==> config.mk <==
export PLATFORM = sky130hd
export DESIGN_NAME = dac_frame_ctrl
export DESIGN_NICKNAME = d
export VERILOG_FILES = /design/src/rtl/dac_frame_ctrl.sv
export SDC_FILE = /design/constraint.sdc
export NUM_CORES = 1
export LEC_CHECK = 0
export CAP_MARGIN = 20
export CORE_MARGIN = 2
export CORE_UTILIZATION = 55
export CTS_CLUSTER_SIZE = 16
export DETAILED_ROUTE_END_ITERATION = 8
export PLACE_DENSITY_LB_ADDON = 0.08
export REMOVE_ABC_BUFFERS = 1
export SLEW_MARGIN = 20
export SYNTH_ARGS = -nofsm -noshare
export SYNTH_HDL_FRONTEND = slang
export SYNTH_SLANG_ARGS = --single-unit
==> constraint.sdc <==
create_clock -name clk -period 4.1 [get_ports clk]
set_clock_uncertainty 0.05 [all_clocks]
set_input_delay 0.82 -clock clk [delete_from_list [all_inputs] [get_ports clk]]
set_output_delay 0.82 -clock clk [all_outputs]
set_load 0.02 [all_outputs]
==> src/rtl/dac_frame_ctrl.sv <==
// dac_frame_ctrl: ramp sample and slot counter feeder for the DAC serializer.
// Define RAMP_TRI_EN to add the triangle waveform and its direction register.
module dac_frame_ctrl #(
   parameter int FRAME_LEN = 20,
   parameter logic [5:0] IDLE_CNT = 6'd63
) (
   input  logic        clk,
   input  logic        rst,
   input  logic        en,
   input  logic        mode,
   input  logic [15:0] ramp_min,
   input  logic [15:0] ramp_max,
   input  logic [15:0] ramp_step,
   output logic [15:0] ramp_out,
   output logic [5:0]  delay_cnt,
   output logic        frame_done,
   output logic        busy
);
   localparam logic [5:0] LAST = 6'(FRAME_LEN - 1);
   typedef enum logic {IDLE, RUN} state_t;
   state_t state;
   logic [15:0] s_min, s_max, s_step, next;
   logic [16:0] sum;
   logic degen;
   assign sum = {1'b0, ramp_out} + {1'b0, s_step};
   assign degen = s_min >= s_max;
`ifdef RAMP_TRI_EN
   logic s_mode, dir, dir_next, floor_hit;
   // dir = 1 means descending; the 17-bit compare covers both floor conditions
   assign floor_hit = {1'b0, ramp_out} <= {1'b0, s_min} + {1'b0, s_step};
   assign dir_next = !degen && s_mode && (dir ? !floor_hit : sum >= {1'b0, s_max});
   assign next = degen ? s_min
      : !s_mode ? (sum > {1'b0, s_max} ? s_min : sum[15:0])
      : dir ? (floor_hit ? s_min : ramp_out - s_step)
      : (dir_next ? s_max : sum[15:0]);
`else
   logic unused_mode;
   assign unused_mode = mode;
   assign next = degen || sum > {1'b0, s_max} ? s_min : sum[15:0];
`endif
   always_ff @(posedge clk or posedge rst)
      if (rst) begin
         state <= IDLE;
         busy <= 1'b0;
         frame_done <= 1'b0;
         ramp_out <= '0;
         delay_cnt <= IDLE_CNT;
         s_min <= '0;
         s_max <= '0;
         s_step <= '0;
`ifdef RAMP_TRI_EN
         s_mode <= 1'b0;
         dir <= 1'b0;
`endif
      end else begin
         frame_done <= 1'b0;
         if (state == IDLE) begin
            if (en) begin
               state <= RUN;
               busy <= 1'b1;
               delay_cnt <= '0;
               ramp_out <= ramp_min;
               s_min <= ramp_min;
               s_max <= ramp_max;
               s_step <= ramp_step;
`ifdef RAMP_TRI_EN
               s_mode <= mode;
               dir <= 1'b0;
`endif
            end
         end else if (delay_cnt == LAST) begin
            if (en) begin
               delay_cnt <= '0;
               ramp_out <= next;
               s_min <= ramp_min;
               s_max <= ramp_max;
               s_step <= ramp_step;
`ifdef RAMP_TRI_EN
               s_mode <= mode;
               dir <= dir_next;
`endif
            end else begin
               state <= IDLE;
               busy <= 1'b0;
               delay_cnt <= IDLE_CNT;
            end
         end else begin
            delay_cnt <= delay_cnt + 6'd1;
            frame_done <= delay_cnt + 6'd1 == LAST;
         end
      end
endmodule

==> flow_summary.yaml <==
timing:
  max_slew_margin: 0.5544
  slew_viol_final: 0
  fmax_mhz: 252.3
  finalHoldViolations: 0
  period_share: 0.9669
  worstMarginPinSlew_ns: 0.6667
  finalCriticalPeriod_ns: 3.964
  setup_violations: 0
setup_path:
  crit_chain: "ha_2 -> fa_2 -> a21oi_4 -> buf_4 -> o2111ai_2 -> a31o_2 -> a21oi_2 -> xnor2_1 -> ha_1 -> nand3_1 -> nor4_2 -> o2bb2ai_1 -> a211oi_1 -> nor3_2 -> buf_4 -> mux2i_1 -> o22ai_1"
  slowest_stage: "dfrtp_1"
  worst-setup-path-type: "register to register"
  worstPathRequired_ns: 4.29
  critPathMaxFanout: 5
  crit_path_frequent_cell: "buf_4"
  slowest_delay_ns: 0.41
  critPathArrivalTime_ns: 4.15
  worstSetupEndpointType: "register"
  worst_setup_path_start_kind: "register"
  ff2ff_setup_slack_ns: 0.14
global_route:
  grt_pass1_vias: 4251
  grt_overflow: 0
  track_usage: 0.2562
  grt_pass1_wl_um: 20000
  grt_max_degree: 74
  antenna_found_initial: 0
cts:
  clockRootBuffer: "clkbuf_8"
  cts_max_level: 3
  numCtsBuffers: 9
  clkTransAtPathRegs_ns: 0.08
  clk_latency_ns: 0.36
  cts.path.max_buffers: 2
  numClockSinks: 73
  cts_tree: "built"
finish:
  final_area_mm2: 0.005963
  final_nets: 728
  area_growth_pct: 25.32
  drive_gt1_frac: 0.09048
  insertedDiodeCount: 0
  nFillCells: 637
placement:
  placed_area_mm2: 0.005590
  portBuffers: 74
  place_hpwl_um: 8164
  gp_congestion: 0.9157
synth:
  synth-seq-cells: 73
  synthTopCellsByCount: "nand2_1 (132), dfrtp_1 (67), o21ai_0 (59)"
  synth_most_common_cell: "nand2_1"
  synthDistinctLibCells: 55
  synthCells: 552
  yosys.area.top_type_share: 0.3524
  synth_edf_count: 0
  ys_async_sr_fraction: 1.000
  syn-cell-area_mm2: 0.004758
  synth-main-ff-cell: "dfrtp_1"
  syn_area_per_cell_um2: 8.620
  ys_warn_count: 0
  synth_area_leaders: "dfrtp_1 (35%), ha_1 (13%), nand2_1 (10%)"
  synth_top_area_cell: "dfrtp_1"
  yosysSeqAreaShare: 0.3855
floorplan:
  die_h_um: 97.02
  start_util: 0.5733
  core_area_mm2: 0.008299
  ios: 76
  die_area_mm2: 0.009412
  num_rows: 33
  chipWidth_um: 97.02
drt:
  routed_wl_um: 11860
  postRouteAntennaNets: 0
  drt_iter0_drc: 135
  routed_via_density: 5.727
  drt_first_pass_iters: 4
  drc_errors: 0
  vias: 4209
  wire_per_inst_um: 16.14
run:
  drv_cap: 0
run_status:
  status: "complete, no violations"
worst_hold_path:
  holdCritPathClass: "register to register"
cell families after synthesis:
group	count (synthesis)	share of synthesized area
compound gates	140	0.1849
xor+xnor	16	0.02945
fa+ha+maj	51	0.1357
buf+inv	47	0.04312
flops	73	0.3855
mux	15	0.03155
simple gates	210	0.1899
cell type report:
class | count | area, µm² | share of cell area
Timing Repair Buffer | 86 | 863.3 | 0.1448
Sequential cell | 73 | 1836 | 0.3078
Clock buffer | 11 | 141.4 | 0.02371
Multi-Input combinational cell | 432 | 2803 | 0.4700
Clock inverter | 5 | 102.6 | 0.01721
Inverter | 23 | 86.33 | 0.01448
Tap cell | 105 | 131.4 | 0.02203
metrics by stage:
stage | std cells | hold WS [ns] | setup slack [ns] | util | TNS (ns)
floorplan | 528 | 0.3997 | -0.2589 | - | -3.186
global placement | 714 | 0.4189 | 0.1377 | 0.6736 | 0
detailed placement | 714 | 0.4223 | 0.06922 | 0.6736 | 0
CTS | 730 | 0.4428 | 0.01578 | 0.7030 | 0
global route | 735 | 0.4716 | -0.03831 | 0.7185 | -0.2443
finish | 735 | 0.4392 | 0.1358 | 0.7185 | 0
worst max-delay path, delay by kind of cell (launching register included):
family | cells | cell delay, ns
compound gates | 7 | 1.12
xor+xnor | 1 | 0.11
flops | 1 | 0.41
simple gates | 3 | 0.65
mux | 1 | 0.20
fa+ha+maj | 3 | 0.92
buf+inv | 2 | 0.38
metal layers:
layer / vias to the layer above / part of all wire / global-route usage
met5: - / 0 / 0
met4: 0 / 0.013 / 0.07584
met3: 14 / 0.038 / 0.05636
met2: 84 / 0.50 / 0.4359
met1: 2033 / 0.45 / 0.3277
li1: 2078 / - / -
flip-flops by register name, summed over array words and instances, names as in the netlist:
| signal | count |
|---|---|
| ramp_out | 16 |
| s_step | 16 |
| state | 1 |
| s_max | 16 |
| busy | 1 |
| s_min | 16 |
| frame_done | 1 |
| delay_cnt | 6 |
worst paths after layout:
kind | cells past startpoint | end | start
min in group asynchronous | 3 | s_max[14]$_DFFE_PP0P_ | rst
max in group asynchronous | 3 | delay_cnt[0]$_DFFE_PP1P_ | rst
worst min register to register | 2 | s_step[12]$_DFFE_PP0P_ | s_step[12]$_DFFE_PP0P_
worst max-delay path | 17 | ramp_out[9]$_DFFE_PP0P_ | ramp_out[0]$_DFFE_PP0P_
worst max register to register | 17 | ramp_out[9]$_DFFE_PP0P_ | ramp_out[0]$_DFFE_PP0P_
worst min-delay path | 2 | s_step[12]$_DFFE_PP0P_ | s_step[12]$_DFFE_PP0P_
layout by cell type, fill, tap and decap left out, types with 3 or more instances in the layout:
cell / instances
and3_1: 5
o211ai_1: 4
o21ai_0: 58
a21oi_1: 12
nand3_1: 11
clkdlybuf4s50_1: 74
o21ai_1: 6
nor3_1: 6
o22ai_1: 16
a21o_1: 6
nand2b_1: 3
nand2_1: 132
mux2i_1: 14
and2_1: 3
xor2_1: 5
a211o_1: 3
buf_4: 8
nor2_1: 33
dfrtp_1: 66
ha_1: 47
clkbuf_8: 10
inv_1: 22
xnor2_1: 11
dfstp_2: 6
a211oi_1: 9
a22o_1: 3
bufinv_16: 3
what timing repair did:
action | in CTS | in global routing
buffers inserted | 0 | 4
resized for setup | 0 | 21
endpoints found under the setup margin | 0 | 16
hold buffers | 0 | 0
Power is not shown: default switching activity piles up to over one toggle a cycle in this logic, so the estimate is an artifact.
